$ cat src/rtl/alu_reservation_station_if.sv
// Dispatch, CDB snoop and issue signals between the rename/dispatch stage,
// the CDB and the integer ALU reservation station.
interface alu_reservation_station_if #(
    parameter int WIDTH   = 31,
    parameter int C_WIDTH = 3,
    parameter int T_WIDTH = 3
);
    logic               flush;
    logic               dispValid;
    logic [C_WIDTH:0]   dispControl;
    logic [WIDTH:0]     dispSrc1;
    logic [WIDTH:0]     dispSrc2;
    logic [T_WIDTH:0]   dispTag1;
    logic [T_WIDTH:0]   dispTag2;
    logic               dispRdy1;
    logic               dispRdy2;
    logic [T_WIDTH:0]   dispRob;
    logic               rsFull;
    logic               cdbValid;
    logic [T_WIDTH:0]   cdbTag;
    logic [WIDTH:0]     cdbResult;
    logic               aluStall;
    logic               issueValid;
    logic [WIDTH:0]     src1;
    logic [WIDTH:0]     src2;
    logic [C_WIDTH:0]   ALUControl;
    logic [T_WIDTH:0]   issueRob;

    modport master (
        output flush, dispValid, dispControl, dispSrc1, dispSrc2, dispTag1, dispTag2,
               dispRdy1, dispRdy2, dispRob, cdbValid, cdbTag, cdbResult, aluStall,
        input  rsFull, issueValid, src1, src2, ALUControl, issueRob
    );

    modport slave (
        input  flush, dispValid, dispControl, dispSrc1, dispSrc2, dispTag1, dispTag2,
               dispRdy1, dispRdy2, dispRob, cdbValid, cdbTag, cdbResult, aluStall,
        output rsFull, issueValid, src1, src2, ALUControl, issueRob
    );
endinterface

$ cat src/rtl/alu_reservation_station.sv
// Integer ALU reservation station: holds micro-ops until both operands are
// captured (at dispatch or from the CDB), then issues the lowest ready entry.
module alu_reservation_station #(
    parameter int WIDTH   = 31,
    parameter int C_WIDTH = 3,
    parameter int T_WIDTH = 3,
    parameter int DEPTH   = 4
) (
    input  logic                      clk,
    input  logic                      reset,
    alu_reservation_station_if.slave  bus
);
    localparam int IDX_W = (DEPTH > 1) ? $clog2(DEPTH) : 1;

    logic [DEPTH-1:0]  valid_q, valid_d;
    logic [DEPTH-1:0]  rdy1_q, rdy1_d;
    logic [DEPTH-1:0]  rdy2_q, rdy2_d;
    logic [C_WIDTH:0]  ctrl_q [DEPTH];
    logic [C_WIDTH:0]  ctrl_d [DEPTH];
    logic [WIDTH:0]    val1_q [DEPTH];
    logic [WIDTH:0]    val1_d [DEPTH];
    logic [WIDTH:0]    val2_q [DEPTH];
    logic [WIDTH:0]    val2_d [DEPTH];
    logic [T_WIDTH:0]  tag1_q [DEPTH];
    logic [T_WIDTH:0]  tag1_d [DEPTH];
    logic [T_WIDTH:0]  tag2_q [DEPTH];
    logic [T_WIDTH:0]  tag2_d [DEPTH];
    logic [T_WIDTH:0]  rob_q  [DEPTH];
    logic [T_WIDTH:0]  rob_d  [DEPTH];

    logic              iss_valid_q, iss_valid_d;
    logic [WIDTH:0]    iss_src1_q, iss_src1_d;
    logic [WIDTH:0]    iss_src2_q, iss_src2_d;
    logic [C_WIDTH:0]  iss_ctrl_q, iss_ctrl_d;
    logic [T_WIDTH:0]  iss_rob_q, iss_rob_d;

    logic [DEPTH-1:0]  ready;
    logic              has_ready;
    logic [IDX_W-1:0]  sel;
    logic              has_free;
    logic [IDX_W-1:0]  free_idx;
    logic              rs_full;
    logic              fwd1;
    logic              fwd2;

    assign rs_full = &valid_q;

    always_comb begin
        valid_d     = valid_q;
        rdy1_d      = rdy1_q;
        rdy2_d      = rdy2_q;
        ctrl_d      = ctrl_q;
        val1_d      = val1_q;
        val2_d      = val2_q;
        tag1_d      = tag1_q;
        tag2_d      = tag2_q;
        rob_d       = rob_q;
        iss_valid_d = iss_valid_q;
        iss_src1_d  = iss_src1_q;
        iss_src2_d  = iss_src2_q;
        iss_ctrl_d  = iss_ctrl_q;
        iss_rob_d   = iss_rob_q;
        has_ready   = 1'b0;
        sel         = '0;
        has_free    = 1'b0;
        free_idx    = '0;
        fwd1        = 1'b0;
        fwd2        = 1'b0;

        // Select and allocation both look only at pre-edge state
        ready = valid_q & rdy1_q & rdy2_q;
        for (int unsigned i = 0; i < DEPTH; i++) begin
            if (ready[i] && !has_ready) begin
                has_ready = 1'b1;
                sel       = IDX_W'(i);
            end
            if (!valid_q[i] && !has_free) begin
                has_free = 1'b1;
                free_idx = IDX_W'(i);
            end
        end

        for (int unsigned i = 0; i < DEPTH; i++) begin
            if (bus.cdbValid && valid_q[i]) begin
                if (!rdy1_q[i] && (tag1_q[i] == bus.cdbTag)) begin
                    val1_d[i] = bus.cdbResult;
                    rdy1_d[i] = 1'b1;
                end
                if (!rdy2_q[i] && (tag2_q[i] == bus.cdbTag)) begin
                    val2_d[i] = bus.cdbResult;
                    rdy2_d[i] = 1'b1;
                end
            end
        end

        if (!bus.aluStall) begin
            if (has_ready) begin
                iss_valid_d    = 1'b1;
                iss_src1_d     = val1_q[sel];
                iss_src2_d     = val2_q[sel];
                iss_ctrl_d     = ctrl_q[sel];
                iss_rob_d      = rob_q[sel];
                valid_d[sel]   = 1'b0;
            end else begin
                iss_valid_d    = 1'b0;
                iss_ctrl_d     = '1;
            end
        end

        // The freed slot is never a valid_q entry, so it cannot collide with issue or wakeup
        if (bus.dispValid && !rs_full && !bus.flush && has_free) begin
            fwd1 = !bus.dispRdy1 && bus.cdbValid && (bus.dispTag1 == bus.cdbTag);
            fwd2 = !bus.dispRdy2 && bus.cdbValid && (bus.dispTag2 == bus.cdbTag);
            valid_d[free_idx] = 1'b1;
            ctrl_d[free_idx]  = bus.dispControl;
            val1_d[free_idx]  = fwd1 ? bus.cdbResult : bus.dispSrc1;
            val2_d[free_idx]  = fwd2 ? bus.cdbResult : bus.dispSrc2;
            rdy1_d[free_idx]  = bus.dispRdy1 | fwd1;
            rdy2_d[free_idx]  = bus.dispRdy2 | fwd2;
            tag1_d[free_idx]  = bus.dispTag1;
            tag2_d[free_idx]  = bus.dispTag2;
            rob_d[free_idx]   = bus.dispRob;
        end

        if (bus.flush) begin
            valid_d     = '0;
            iss_valid_d = 1'b0;
            iss_ctrl_d  = '1;
        end
    end

    always_ff @(posedge clk or posedge reset) begin
        if (reset) begin
            valid_q     <= '0;
            rdy1_q      <= '0;
            rdy2_q      <= '0;
            for (int unsigned i = 0; i < DEPTH; i++) begin
                ctrl_q[i] <= '0;
                val1_q[i] <= '0;
                val2_q[i] <= '0;
                tag1_q[i] <= '0;
                tag2_q[i] <= '0;
                rob_q[i]  <= '0;
            end
            iss_valid_q <= 1'b0;
            iss_src1_q  <= '0;
            iss_src2_q  <= '0;
            iss_ctrl_q  <= '1;
            iss_rob_q   <= '0;
        end else begin
            valid_q     <= valid_d;
            rdy1_q      <= rdy1_d;
            rdy2_q      <= rdy2_d;
            ctrl_q      <= ctrl_d;
            val1_q      <= val1_d;
            val2_q      <= val2_d;
            tag1_q      <= tag1_d;
            tag2_q      <= tag2_d;
            rob_q       <= rob_d;
            iss_valid_q <= iss_valid_d;
            iss_src1_q  <= iss_src1_d;
            iss_src2_q  <= iss_src2_d;
            iss_ctrl_q  <= iss_ctrl_d;
            iss_rob_q   <= iss_rob_d;
        end
    end

    assign bus.rsFull     = rs_full;
    assign bus.issueValid = iss_valid_q;
    assign bus.src1       = iss_src1_q;
    assign bus.src2       = iss_src2_q;
    assign bus.ALUControl = iss_ctrl_q;
    assign bus.issueRob   = iss_rob_q;

    // Dispatching into a full station is an upstream protocol violation
    a_no_disp_when_full: assert property (
        @(posedge clk) disable iff (reset) !(bus.dispValid && rs_full)
    );
endmodule

$ cat src/flat_wrapper.sv
// flat-port wrapper written by rule: the top's interface ports become plain ports
module alu_reservation_station_flat 
#(
    parameter int WIDTH   = 31,
    parameter int C_WIDTH = 3,
    parameter int T_WIDTH = 3,
    parameter int DEPTH   = 4
)
  (clk, reset, bus_flush, bus_dispValid, bus_dispControl, bus_dispSrc1, bus_dispSrc2, bus_dispTag1, bus_dispTag2, bus_dispRdy1, bus_dispRdy2, bus_dispRob, bus_cdbValid, bus_cdbTag, bus_cdbResult, bus_aluStall, bus_rsFull, bus_issueValid, bus_src1, bus_src2, bus_ALUControl, bus_issueRob);
  alu_reservation_station_if #(.WIDTH(WIDTH), .C_WIDTH(C_WIDTH), .T_WIDTH(T_WIDTH)) bus_i ();
  input  logic clk;
  input  logic reset;
  input wire logic [$bits(bus_i.flush)-1:0] bus_flush;
  input wire logic [$bits(bus_i.dispValid)-1:0] bus_dispValid;
  input wire logic [$bits(bus_i.dispControl)-1:0] bus_dispControl;
  input wire logic [$bits(bus_i.dispSrc1)-1:0] bus_dispSrc1;
  input wire logic [$bits(bus_i.dispSrc2)-1:0] bus_dispSrc2;
  input wire logic [$bits(bus_i.dispTag1)-1:0] bus_dispTag1;
  input wire logic [$bits(bus_i.dispTag2)-1:0] bus_dispTag2;
  input wire logic [$bits(bus_i.dispRdy1)-1:0] bus_dispRdy1;
  input wire logic [$bits(bus_i.dispRdy2)-1:0] bus_dispRdy2;
  input wire logic [$bits(bus_i.dispRob)-1:0] bus_dispRob;
  input wire logic [$bits(bus_i.cdbValid)-1:0] bus_cdbValid;
  input wire logic [$bits(bus_i.cdbTag)-1:0] bus_cdbTag;
  input wire logic [$bits(bus_i.cdbResult)-1:0] bus_cdbResult;
  input wire logic [$bits(bus_i.aluStall)-1:0] bus_aluStall;
  output wire logic [$bits(bus_i.rsFull)-1:0] bus_rsFull;
  output wire logic [$bits(bus_i.issueValid)-1:0] bus_issueValid;
  output wire logic [$bits(bus_i.src1)-1:0] bus_src1;
  output wire logic [$bits(bus_i.src2)-1:0] bus_src2;
  output wire logic [$bits(bus_i.ALUControl)-1:0] bus_ALUControl;
  output wire logic [$bits(bus_i.issueRob)-1:0] bus_issueRob;
  assign bus_i.flush = bus_flush;
  assign bus_i.dispValid = bus_dispValid;
  assign bus_i.dispControl = bus_dispControl;
  assign bus_i.dispSrc1 = bus_dispSrc1;
  assign bus_i.dispSrc2 = bus_dispSrc2;
  assign bus_i.dispTag1 = bus_dispTag1;
  assign bus_i.dispTag2 = bus_dispTag2;
  assign bus_i.dispRdy1 = bus_dispRdy1;
  assign bus_i.dispRdy2 = bus_dispRdy2;
  assign bus_i.dispRob = bus_dispRob;
  assign bus_i.cdbValid = bus_cdbValid;
  assign bus_i.cdbTag = bus_cdbTag;
  assign bus_i.cdbResult = bus_cdbResult;
  assign bus_i.aluStall = bus_aluStall;
  assign bus_rsFull = bus_i.rsFull;
  assign bus_issueValid = bus_i.issueValid;
  assign bus_src1 = bus_i.src1;
  assign bus_src2 = bus_i.src2;
  assign bus_ALUControl = bus_i.ALUControl;
  assign bus_issueRob = bus_i.issueRob;
  alu_reservation_station #(.WIDTH(WIDTH), .C_WIDTH(C_WIDTH), .T_WIDTH(T_WIDTH), .DEPTH(DEPTH)) u_core (.clk(clk), .reset(reset), .bus(bus_i));
endmodule
$ cat config.mk
export PLATFORM = sky130hd
export DESIGN_NAME = alu_reservation_station_flat
export DESIGN_NICKNAME = d
export VERILOG_FILES = /design/src/rtl/alu_reservation_station_if.sv /design/src/rtl/alu_reservation_station.sv /design/src/flat_wrapper.sv
export SDC_FILE = /design/constraint.sdc
export NUM_CORES = 1
export LEC_CHECK = 0
export CORE_ASPECT_RATIO = 0.5
export CORE_MARGIN = 3
export CORE_UTILIZATION = 30
export CTS_BUF_LIST = sky130_fd_sc_hd__clkbuf_8 sky130_fd_sc_hd__clkbuf_16
export DETAILED_ROUTE_END_ITERATION = 16
export SETUP_SLACK_MARGIN = 0.1
export SLEW_MARGIN = 5
export SYNTH_ARGS = -nofsm -noshare
export SYNTH_HDL_FRONTEND = slang
export SYNTH_SLANG_ARGS = --single-unit
export TNS_END_PERCENT = 1
$ cat constraint.sdc
create_clock -name clk -period 18.6 [get_ports clk]
set_clock_uncertainty 0.2 [all_clocks]
set_input_delay 3.72 -clock clk [delete_from_list [all_inputs] [get_ports clk]]
set_output_delay 3.72 -clock clk [all_outputs]
set_load 0.005 [all_outputs]
==> After elaboration in Yosys (flattened, before gate mapping) <==
Index checks and enable logic that the tools add are counted.
{ "op_classes": {"n_bitwise": 10, "n_reduce_logical": 50, "n_eq_ne": 11, "mux": 90, "n_lt_le_gt_ge": 7} }
{ "op_table": {"columns": ["cell", "count"], "rows": [
  ["$mux W32", 23],
  ["$bwmux W128", 2],
  ["$mux W128", 2],
  ["$bmux W32 S2", 2],
  ["$bwmux W16", 4],
  ["$demux W32 S2", 1],
  ["$mux W4", 14],
  ["$eq A4 B4 Y1", 10],
  ["$mux W1", 31],
  ["$logic_and A1 B1 Y1", 28],
  ["$logic_not A1 Y1", 20],
  ["$bmux W4 S2", 2],
  ["$and A4 B4 Y4", 3],
  ["$bwmux W4", 2],
  ["$demux W4 S2", 1],
  ["$mux W2", 4],
  ["$ge A3 B3 Y1 const B", 2],
  ["$lt A2 B3 Y1 const B", 2],
  ["$not A2 Y3", 2],
  ["$demux W1 S2", 2],
  ["$ge A2 B1 Y1 const B", 2],
  ["$not A4 Y4", 1],
  ["$or A4 B4 Y4", 1],
  ["$reduce_and A4 Y1", 1],
  ["5 further kinds", 6]
]} }
{ "totals": {"wordCells": 200, "in_bits": 124, "output_inout_bits": 74, "ff_bits": 405} }

==> Logic depth before layout (Yosys ltp) <==
Gate-level depths: netlist (run 1).
{ "logic_depth": {"depth_word": 23, "mapped_depth": 8, "depth_no_buf": 5} }

==> Least setup slack after synthesis (run 1) <==
Ideal clock, no wire load.
{ "synth_timing": {"path_type": "input-to-reg", "from": "input bus_cdbTag[2]", "to": "register u_core.val1_q[54] in the netlist's numbering", "required_ns": 18.277, "slack_ns": 13.225, "arrival_ns": 5.052, "path_buffers": 2, "setup_ns": 0.123, "stages": 7, "path_cell_list": "buf_6 > xor2_1 > a2111o_1 > nor3_4 > a21oi_2 > buf_6 > o221a_2"} }
{ "synth_lines": {"columns": ["item", "line_no", "rtl"], "rows": [
  ["start, declared", "flat_wrapper.sv:24", "input wire logic [$bits(bus_i.cdbTag)-1:0] bus_cdbTag;"],
  ["end signal, assigned", "alu_reservation_station.sv:155", "val1_q <= val1_d;"],
  ["end, declared", "alu_reservation_station.sv:20", "logic [WIDTH:0] val1_q [DEPTH];"]
]} }

==> summary by stage, run 1 <==
Status
The flow ran to the end, and the final reports show no timing, DRC or antenna violations.

Final layout
Once layout is complete, the utilization of the core stands at 0.3651. The filler cells instantiated in the layout total between 6k and 7k. In the final layout, the share of cells above drive strength 1 is 0.2155. Relative to the synthesized area, the layout overhead comes to 18.64%. The post-route cell area is between 0.02 and 0.025 mm2.

In the final design database the tool counted 1961 nets.

Die
The full die area is roughly 0.07 mm2. After floorplanning, the core was divided into 65 placement rows. From bottom edge to top edge, the die measures 187.2 um. The initial utilization of the core area, before any placement, comes to 0.3078. The die is 368.4 um wide. between 150 and 200 I/O pins were placed. The core region is around 0.064 mm2.

Placed design
The half-perimeter wire length after detailed placement is ~38 mm. Summing all placed instances gives a cell area of 0.02207 mm2. The routability congestion estimate is just over 0.8. The count of buffers inserted at the top-level ports is between 150 and 200.

CTS
In this run, post-CTS repair resized a total of 0 instances. The insertion delay to the later sink of the worst-skew pair is 0.56 ns. In this run the clock root is driven by a sky130_fd_sc_hd__clkbuf_16. The number of setup buffers added after CTS is 0. TritonCTS built the clock tree.

Clock tree synthesis found a total of around 410 sinks. The count of H-tree levels built during CTS is 2. The total CTS buffers is 42.

The clock passes through at most 3 buffers. Clock-pin slew was measured on the worst setup and hold paths at 0.06 ns. For this design, the CTS-stage hold fixing added 0 buffers.

Pwr
VDD sags by at most about 0.064 mV. Of the total power, the share spent switching nets is 0.2806. The analysis attributes to cell leakage a power of ~9.7 nW. The combinational cell fraction of total power is 0.260. Power spread over the standard cell area amounts to around 120 mW/mm2. Summing internal, switching and leakage power gives 2.869 mW.

The clock network fraction of design power is 0.282. The internal power summed over all cells is about 2.1 mW. The relative contribution of sequential cells to total power is 0.458. For this design the total switching power over the nets is 0.8051 mW.

Synth
The cell area that synthesis handed to floorplanning was just under 0.02 mm2. The portion of the post-synthesis area used by sequential elements is 0.5147. Synthesis handed over a netlist of about 1.7k instances. Of the post-synthesis cell area, the dominant cell type holds 0.5094.

Ranked by total cell area, the synthesized netlist is headed by sky130_fd_sc_hd__dfrtp_1, sky130_fd_sc_hd__o221a_2, sky130_fd_sc_hd__or2b_1. The top cell type by total area after synthesis is sky130_fd_sc_hd__dfrtp_1. After synthesis, the share of flip-flops with an asynchronous set or reset is 1.000.

In this run, synthesis produced a sequential element count of 405. The number of distinct standard cells referenced by the synthesized netlist is between 50 and 60. The most used standard cell by instance count after synthesis is sky130_fd_sc_hd__dfrtp_1. The commonest cells after synthesis are sky130_fd_sc_hd__dfrtp_1, sky130_fd_sc_hd__o221a_2, sky130_fd_sc_hd__nand2_1.

The count of synthesis-stage warnings from yosys is 0. The synthesized design contains 0 enable-type register cells. Counting every net in the synthesized netlist gives ~1.9k. Averaged over all synthesized cells, the footprint is 11.28 um2. Among all flip-flop cells after synthesis, the most frequent one is sky130_fd_sc_hd__dfrtp_1.

Setup path
Along the worst path, the maximum fanout reaches 32. The kind of start point of the critical path is an input port. The count of buffering cells on the critical path with inverters included is 2.

Counting cells, the worst reg-to-reg path comes to 6. Data on the critical path is required at its endpoint by about 19 ns. STA classifies the critical path endpoint as a register.

On the worst path, the slowest cell contributes a delay of 0.79 ns. For this design, the slowest cell found on the critical path is sky130_fd_sc_hd__nor2_2. The origin of the critical flop-to-flop path is u_core.valid_q[1]. The signal on the critical path passes through clkdlybuf4s50_1, nand2b_1, nor2_2, buf_4, nand2b_2, o221a_2. In this run the critical register-to-register path is captured at u_core.bus.src1[20]. The endpoint arrival time on the critical path is between 6 and 7 ns. The worst register-to-register path has a setup slack of 15.12 ns. The startpoint-to-endpoint class of the critical path is in2reg. In this run the worst setup path begins at bus_flush. The top cell family by delay on the critical path is simple AND/OR/NAND/NOR gates.

Worst hold path
The hold-critical path depth is 2. In this run the worst hold path is classified as reg2reg. The path with the worst hold slack has its endpoint at u_core.ctrl_q[3]. The worst hold path begins at u_core.ctrl_q[3].

Route
In the routed design, unresolved DRC markers number 0. The first TritonRoute pass finished after 6 iterations. The detail route stage leaves a number of antenna-violating nets equal to 0.

Detailed routing inserted a total of 15.18k vias. After detailed routing, the average wire length per cell comes to 23.18 um. The per-cell via count in the routed design is 5.543. The number of DRC violations after detailed-routing iteration 0 is 1434. The sum of routed wire length over all layers is ~63 mm.

Timing
Counting I/O delays and the setup requirement, the final critical path takes ~6.6 ns. The hold violation total from the final report is 0. At the pin with the least slew margin, the transition time is 1.155 ns. The number of max-slew violations in the final report came to 0. The period utilization is 0.3564. Measured against its own limit, the worst slew margin works out to 0.2284.

Setup repair after global routing left no endpoint under its margin. Setup violations remaining at the end of the flow were counted as 0. Based on the critical path, the design can be clocked at up to ~0.15 GHz. The post-route setup TNS is 0 ns.

Global route
The total congestion overflow is 0. The initial antenna violation count was 4. Entering global routing, the biggest net connects 101 pins. The number of global-route vias before repair came to roughly 16k. Across every metal layer, demand over resource in global routing totals 0.1804.

The first global-routing pass estimated 98.53 mm of wire.

Job
The max-capacitance violation count is 0.
## worst max path at each step
| stage | end | slack, ns | cells after the start |
|---|---|---|---|
| after floorplan | u_core.bus.issueRob[0] | 3.42 | 1 |
| after global placement | u_core.bus.src2[27] | 11.52 | 4 |
| after detailed placement | u_core.val2_q[108] | 11.46 | 6 |
| after CTS | u_core.val2_q[108] | 12.02 | 6 |
| after global routing | u_core.val2_q[59] | 11.75 | 4 |
| final | u_core.val2_q[108] | 11.97 | 6 |
## area by class of cell
class                   count  area, um2  area share
clock buffers              49       1147     0.04910
flip-flops and latches    405      10140      0.4339
repair buffers            227       2197     0.09401
multi-input cells        1151       8601      0.3680
clock inverters            23      142.6    0.006103
well taps                 871       1090     0.04663
inverters                  10      45.04    0.001927
diodes                      3      7.507   0.0003212
## layer usage
layer / GRT usage / vias up / routed length, um
met5: 0 / - / 13
li1: - / 6715 / -
met4: 0.05804 / 2 / 1696
met2: 0.3070 / 557 / 31380
met1: 0.2353 / 7803 / 26530
met3: 0.02811 / 105 / 3880
## through the flow
step                      hold WS, ns  worst slack [ns]  instances
after floorplan                0.2404             3.420       1746
after CTS                      0.2730             12.02       2736
after detailed placement       0.2579             11.46       2664
after global placement         0.2546             11.52       2664
after global routing           0.2952             11.75       2739
final                          0.2709             11.97       2739
## power by group through the flow
| stage | logic, mW | registers (mW) | clock network [mW] |
|---|---|---|---|
| 2_1_floorplan | 0.462 | 1.28 | 0 |
| 3_3_place_gp | 0.735 | 1.32 | 0 |
| 3_5_place_dp | 0.745 | 1.33 | 0 |
| 4_1_cts | 0.751 | 1.31 | 0.820 |
| 5_1_grt | 0.819 | 1.35 | 0.861 |
| 6_report | 0.746 | 1.32 | 0.808 |
## state kept, by name, indices dropped and copies added, names as in the netlist
signal	cells
u_core.tag1_q	16
u_core.rob_q	16
u_core.bus.src1	32
u_core.rdy1_q	4
u_core.bus.issueRob	4
u_core.rdy2_q	4
u_core.bus.ALUControl	4
u_core.bus.src2	32
u_core.tag2_q	16
u_core.valid_q	4
u_core.val1_q	128
u_core.ctrl_q	16
u_core.bus.issueValid	1
u_core.val2_q	128
## cell families (layout without fill, tap and decap cells)
group | count (synthesis) | count (layout) | synth area share
flops | 405 | 405 | 0.5147
simple gates | 552 | 552 | 0.1555
other cells | 0 | 3 | 0
mux | 32 | 32 | 0.01829
compound gates | 535 | 535 | 0.2447
xor+xnor | 32 | 32 | 0.01423
buf+inv | 190 | 309 | 0.05259
## cell usage in the layout (no fill, tap or decap), types with 3 or more instances in the layout
master | Yosys | final
sky130_fd_sc_hd__nand2b_1 | 116 | 116
sky130_fd_sc_hd__nor3_1 | 15 | 15
sky130_fd_sc_hd__a21oi_2 | 4 | 8
sky130_fd_sc_hd__mux2_2 | 32 | 32
sky130_fd_sc_hd__o21ai_0 | 93 | 93
sky130_fd_sc_hd__clkdlybuf4s50_1 | 0 | 197
sky130_fd_sc_hd__clkbuf_16 | 0 | 42
sky130_fd_sc_hd__a22oi_2 | 0 | 4
sky130_fd_sc_hd__o221a_1 | 17 | 17
sky130_fd_sc_hd__or3_1 | 34 | 34
sky130_fd_sc_hd__nand3_1 | 9 | 8
sky130_fd_sc_hd__nand2b_2 | 5 | 5
sky130_fd_sc_hd__a221o_1 | 67 | 67
sky130_fd_sc_hd__o21a_1 | 4 | 4
sky130_fd_sc_hd__o2111ai_1 | 5 | 5
sky130_fd_sc_hd__nor2_1 | 81 | 81
sky130_fd_sc_hd__xor2_1 | 30 | 30
sky130_fd_sc_hd__dfstp_2 | 4 | 4
sky130_fd_sc_hd__o22ai_1 | 3 | 3
sky130_fd_sc_hd__diode_2 | 0 | 3
sky130_fd_sc_hd__inv_1 | 9 | 23
sky130_fd_sc_hd__clkbuf_8 | 0 | 7
sky130_fd_sc_hd__a31oi_1 | 67 | 67
sky130_fd_sc_hd__nand2_1 | 160 | 160
sky130_fd_sc_hd__a21oi_1 | 16 | 10
sky130_fd_sc_hd__clkinv_2 | 0 | 3
sky130_fd_sc_hd__buf_4 | 21 | 30
sky130_fd_sc_hd__or2b_4 | 3 | 3
sky130_fd_sc_hd__o221a_2 | 239 | 239
sky130_fd_sc_hd__nor3_4 | 2 | 3
sky130_fd_sc_hd__a21oi_4 | 1 | 3
sky130_fd_sc_hd__or2b_1 | 111 | 111
sky130_fd_sc_hd__a22oi_1 | 9 | 5
sky130_fd_sc_hd__dfrtp_1 | 401 | 401
## worst register-to-register path, delay by kind of cell (launching register included)
family	cells	cell delay [ns]
buffers and inverters	2	1.54
DFF	1	0.50
and+or+nand+nor	2	0.60
AOI/OAI and AO/OA	2	0.44
Note: power is estimated with default switching activity, not from simulation.
==> run 2: changes to the inputs <==
==> constraint.sdc (replaced) <==
create_clock -name clk -period 6.34 [get_ports clk]
set_clock_uncertainty 0.2 [all_clocks]
set_input_delay 1.268 -clock clk [delete_from_list [all_inputs] [get_ports clk]]
set_output_delay 1.268 -clock clk [all_outputs]
set_load 0.005 [all_outputs]
==> run 2 against run 1 <==
Against the previous run:
- non-clock buffer count grew 3
- clock power grew to 3.1 times the previous value
- global-route usage is essentially flat
- sequential power grew to 2.9 times the previous value
- core utilization grew 0.19 points
- routed wire length grew 0.44%
- critical endpoint is now u_core.val2_q[99]
==> summary by stage, run 2 (synthesized netlist as in run 1, its figures left out) <==
Status
The flow ran to the end, and the final reports show no timing, DRC or antenna violations.

Die
The full die area is 0.06896 mm2 (unchanged). The die outline height came to 187.2 um (unchanged). The die width is 368.4 um (unchanged).

The standard-cell row count is 65 (unchanged). The core box area is 0.06401 mm2 (unchanged). The starting density of the core was 0.3078 (unchanged).

The number of top-level design ports is 198 (unchanged).

Final layout
The area growth from synthesis to layout is 19.25%. The share of post-route cells with drive strength above 1 is 0.2197 (+0.004119). The final design utilization came to 0.3670 (+0.001896). The area used by sequential logic in the layout is 0.01014 mm2 (unchanged). In the final layout, the registers with the most flip-flops are u_core.val1_q (128), u_core.val2_q (128). The number of fill cells in the layout was 6259 (-0.49%). The library cell used most frequently in the layout, excluding fill and tap cells, is sky130_fd_sc_hd__dfrtp_1.

The top cell types in the final layout, fill and taps aside, are sky130_fd_sc_hd__dfrtp_1, sky130_fd_sc_hd__o221a_2, sky130_fd_sc_hd__clkdlybuf4s50_1. The multi-input combinational cell area is 0.008601 mm2 (unchanged). The post-route cell area is 0.02349 mm2 (+0.52%). The number of inserted diodes came to 0 (-3). The number of nets in the finished design is 1965 (+0.20%).

Timing
The period utilization is 0.6175. The number of max-slew violations in the final report is 0 (unchanged). The transition time at the pin with the least slew margin is 1.187 ns (+0.03200 ns). For this run, the top clock speed supported by timing is 0.2554 GHz. For the finished layout, the period the worst path requires is ~3.9 ns. The relative slew slack is 0.2070 (-0.02138).

The hold violation total from the final report came to 0 (unchanged). The total of endpoints with negative setup slack in the final report is 0 (unchanged). Setup repair after global routing left no endpoint under its margin.

Pwr
The clock network fraction of design power is 0.291 (+0.009). The internal power summed over all cells is 6.161 mW (+200%). The highest ir drop seen on vdd is 0.2322 mV (+260%). The switching fraction of total power came to 0.2783 (-0.002335). The areal power density over the cells is 363.4 mW/mm2 (+200%). The overall power after layout is 8.536 mW (+200%). The combinational cell fraction of total power is 0.257 (-0.003). The cell leakage power is 9.730 nW (+0.61%). The switching power of the nets came to 2.375 mW (+200%). The relative contribution of sequential cells to total power was 0.452 (-0.006).

Setup path
The endpoint arrival time on the critical path is 4.20 ns (-2.66 ns). On the critical path, the stage with the largest delay is an instance of sky130_fd_sc_hd__nand2b_2. The data required time of the critical path came to 6.63 ns (-12.20 ns).

The worst stage delay on the critical path is 0.85 ns (+0.06 ns). The worst setup path is captured at a register. Tracing the worst setup path back leads to its startpoint at bus_cdbTag[1]. The count of buffering cells on the critical path with inverters included is 2 (unchanged).

The highest fanout seen on the critical path is 32 (unchanged). The worst setup path is launched from an input port. The top cell family by delay on the critical path is simple AND/OR/NAND/NOR gates. Walking the worst path, the cells encountered are clkdlybuf4s50_1, inv_1, a222oi_1, and4b_4, nand2b_2, o221a_2. The worst setup path is of the in2reg kind. The startpoint identified for the worst register-to-register timing path is u_core.valid_q[0].

Route
The number of DRC violations after detailed-routing iteration 0 was 1352 (-5.7%). The mean routed wirelength per cell is 23.26 um (+0.33%). The residual antenna-violating net count after detailed routing is 0 (unchanged). The final routed DRC violation total was 0 (unchanged).

The number of detailed-route iterations in the first pass came to 8 (+2). The sum of routed wire length over all layers is 63.77 mm (+0.44%). The via count is 15.21k (+0.16%). The per-cell via count in the routed design came to 5.546 (about the same).

CTS
The clock transition time at the flip-flop clock pins of the worst setup and hold paths came to 0.06 ns (about the same). The number of cells upsized or downsized after cts is 0 (unchanged). The maximum count of clock buffers along a single path came to 3 (unchanged).

The post-CTS repair timing setup buffer count is 0 (unchanged). The number of buffers inserted for hold repair after clock tree synthesis is 0 (unchanged). The total CTS buffers was 43 (+2.4%).

The root buffer selected by CTS is sky130_fd_sc_hd__clkbuf_16. The TritonCTS clock tree is yes. The clock net sink count was 405 (unchanged).

The insertion delay to the later sink of the worst-skew pair is 0.56 ns (about the same). The count of H-tree levels built during CTS is 2 (unchanged).

Global route
The initial antenna violation count is 1 (-3). The pin count of the biggest net entering global routing was 98 (-3.0%). The total congestion overflow was 0 (unchanged). The number of global-route vias before repair is 15.77k (-0.47%). The wire length of the first global-routing pass is 98.06 mm (-0.48%).

The total global-route track usage was 0.1801 (-0.0003348).

Job
The max-capacitance violation count is 0 (unchanged).

Worst hold path
In this run the most critical hold path is launched from u_core.ctrl_q[2]. The tightest min-delay check is of the reg2reg type.

Placed design
The half-perimeter wire length after detailed placement came to 38.53 mm (+2.5%). The cell area after placement is 0.02213 mm2 (+0.26%). The routability congestion estimate came to 0.8358 (+3.2%). The count of buffers inserted at the top-level ports is 197 (unchanged).
==> run 2: cell types whose count changed in the layout (fill, tap and decap cells not counted), sizes merged <==
| cell | previous run | this run |
|---|---|---|
| buf | 30 | 33 |
| bufinv | 1 | 2 |
| clkbuf | 49 | 53 |
| clkinv | 4 | 7 |
| diode | 3 | 0 |
| inv | 27 | 22 |
==> run 2: per-layer routing <==
layer,part of all wire,wire length (um),vias to the layer above,track usage
li1,-,-,6717,-
met1,0.42,26930,7881,0.2340
met4,0.022,1396,2,0.04788
met3,0.055,3515,103,0.02820
met5,0.00011,7,-,0
met2,0.50,31930,504,0.3120
==> run 2: area by class of cell <==
type	count	area share
clock buffer	53	0.05166
clock inverter	22	0.006338
inverter	10	0.001758
multi-input combinational	1151	0.3661
sequential	405	0.4316
tap	871	0.04639
timing repair buffer	230	0.09608
==> run 2: tightest hold or removal path, delay by kind of cell (launching register included) <==
kind | cells | cell delay [ns]
AND/OR/NAND/NOR | 2 | 0.11
flip-flops | 1 | 0.34
==> run 2: per-stage QoR <==
step	instances	setup TNS [ns]	setup WS (ns)	hold slack, ns
2_1_floorplan	1746	-232.76	-0.5804	0.2404
3_3_place_gp	2667	0	1.933	0.2553
3_5_place_dp	2667	0	1.869	0.2601
4_1_cts	2742	0	2.438	0.2731
5_1_grt	2742	0	2.302	0.3088
6_report	2742	0	2.425	0.2728
==> run 2: power groups by stage <==
stage          Sequential, mW  Combinational (mW)  Clock, mW
6_report                 3.86                2.20       2.48
5_1_grt                  3.95                2.40       2.65
4_1_cts                  3.85                2.21       2.54
3_5_place_dp             3.88                2.20          0
3_3_place_gp             3.87                2.16          0
2_1_floorplan            3.76                1.36          0
==> run 2: final timing paths <==
path	end	slack, ns	cells after the start
worst max-delay path	u_core.val2_q[99]	2.43	6
worst min-delay path	u_core.ctrl_q[2]	0.27	2
worst max register to register	u_core.bus.src2[28]	2.99	6
worst min register to register	u_core.ctrl_q[2]	0.27	2
max in group asynchronous	u_core.bus.src2[18]	3.65	3
min in group asynchronous	u_core.bus.src2[5]	1.10	2
==> patch: new RTL, config.mk and constraints of run 2 <==
`T_WIDTH` is set to 3 in 3 places; all go to 4.
--- a/src/rtl/alu_reservation_station_if.sv
+++ b/src/rtl/alu_reservation_station_if.sv
@@ -3,7 +3,7 @@
 interface alu_reservation_station_if #(
     parameter int WIDTH   = 31,
     parameter int C_WIDTH = 3,
-    parameter int T_WIDTH = 3
+    parameter int T_WIDTH = 4
 );
     logic               flush;
     logic               dispValid;
--- a/src/rtl/alu_reservation_station.sv
+++ b/src/rtl/alu_reservation_station.sv
@@ -3,7 +3,7 @@
 module alu_reservation_station #(
     parameter int WIDTH   = 31,
     parameter int C_WIDTH = 3,
-    parameter int T_WIDTH = 3,
+    parameter int T_WIDTH = 4,
     parameter int DEPTH   = 4
 ) (
     input  logic                      clk,
--- a/src/flat_wrapper.sv
+++ b/src/flat_wrapper.sv
@@ -3,7 +3,7 @@
 #(
     parameter int WIDTH   = 31,
     parameter int C_WIDTH = 3,
-    parameter int T_WIDTH = 3,
+    parameter int T_WIDTH = 4,
     parameter int DEPTH   = 4
 )
   (clk, reset, bus_flush, bus_dispValid, bus_dispControl, bus_dispSrc1, bus_dispSrc2, bus_dispTag1, bus_dispTag2, bus_dispRdy1, bus_dispRdy2, bus_dispRob, bus_cdbValid, bus_cdbTag, bus_cdbResult, bus_aluStall, bus_rsFull, bus_issueValid, bus_src1, bus_src2, bus_ALUControl, bus_issueRob);
Ports: changed (5 resized); port bits go from 198 to 203. The function was not compared with the original's and may differ.
==> patch against run 2 <==
Register-to-register slack is essentially flat; sequential cell count rose by 13; clock power up 4%; cell count is 8.9% higher; first-iteration DRC count increased by 34%; area after synthesis up 2.8%; routed wire length is 11% higher; power decreased by 3.9%; worst setup slack got worse by 0.46 ns; die area up 2.8%; final area is 3.9% higher; via count rose by 12%; critical path type unchanged.
==> patch: results (changes against run 2) <==
worst path arrival time=4.54 ns (+0.34 ns); biggest regs=u_core.val1_q (128), u_core.val2_q (128); gr usage total=0.195 (+0.0148); CTS Hold Buffers Added=0 (unchanged); internal reg-to-reg setup slack=3.00 ns (about the same); placed cell area=23000 um^2 (+3.8%); CTS buffer count=44 (+2.3%); Placed Cells=2907 (+9.0%); Worst Tran Pin Value=1.26 ns (+0.0737 ns); Final Wtd Congestion=0.797 (-4.6%); CP Max Fanout=32 (unchanged); hpwl dp=42.2 mm (+9.6%); # fillers=6516 (+4.1%); HP Start=u_core.rob_q[11]; vias in the first global route=17500 (+11%); Peak VDD IR=0.184 mV (-21%); Fmax=0.229 GHz (-11%); complex-gate fraction of the synthesized area=0.235 (-0.00961); Post-Layout Cell Count=2986 (+8.9%); Static Leak=0.0103 uW (+6.1%); worst r2r src=u_core.valid_q[0]; ys flop type=dfrtp_1; Synth Net Count=2082 (+11%); Min Hold Slack=0.276 ns (+0.00275 ns); Max clock buf depth=3 (unchanged); largest net degree at the start of global routing=144 (+47%); port bufs=202 (+2.5%); top post-synthesis cells by area=dfrtp_1 (51%), o221a_2 (8.2%), or3_1 (5.0%), nand2_1 (4.0%), nor2_1 (3.1%); first-pass GRT wire length=108 mm (+10%); first-pass iteration count of the detailed router=8 (unchanged); top cells by count, synth=dfrtp_1 (414), nand2_1 (218), nor2_1 (168), or3_1 (163), o221a_2 (148); via count of the routed design=17000 (+12%); Critical R2R Capture=u_core.val1_q[1]; critical path launch point=bus_cdbTag[4]; Post-Synth XOR/XNOR Area=0.0216 (+0.00739); layout cells sized above 1=0.166 (-0.0540); synth unique cells=59 (+13%); pre-CTS setup slack=1.49 ns (-0.378 ns); largest family of logic cells by synthesized area=compound AO/OA/AOI/OAI gates; initial drt markers=1816 (+34%); Final nets=2197 (+12%); CP Capture Point=u_core.val1_q[102]; count of final hold-check violations=0 (unchanged); Yosys warning total=0 (unchanged); slowest CP cell=a21o_2; mux cell area share after synthesis=0.0106 (-0.00773); Synth Instances=1954 (+12%); R2R cell count=5 (-1); Synth Area in Adders=0 (unchanged); status=finished clean; Seq/Total Area, Yosys=0.517 (+0.00182); Hold EP=u_core.rob_q[11]; Post-Route WL=71.1 mm (+11%); asr flop ratio synth=1.00 (unchanged); Hold Path Class=register to register
patch: cell type report:
| cell class | instances | area, um^2 | share of cell area |
|---|---|---|---|
| diodes | 1 | 2.50 | 0.000103 |
| clock buffers | 52 | 1210 | 0.0496 |
| clock inverters | 26 | 208 | 0.00851 |
| inverters | 133 | 503 | 0.0206 |
| multi-input cells | 1225 | 8490 | 0.348 |
| flip-flops and latches | 418 | 10500 | 0.429 |
| well taps | 884 | 1110 | 0.0453 |
| repair buffers | 247 | 2410 | 0.0988 |
patch: per-layer routing:
layer | track usage | vias up | wire (um)
li1 | - | 7457 | -
met1 | 0.253 | 8680 | 29200
met2 | 0.332 | 721 | 34700
met3 | 0.0307 | 124 | 4960
met4 | 0.0672 | 0 | 2200
met5 | 0 | - | 0
patch: report_power, final:
part / leakage [uW] / switching, uW / internal [uW]
sequential: 0.00492 / 445 / 3340
combinational: 0.00465 / 716 / 1120
clock: 0.000749 / 1110 / 1480
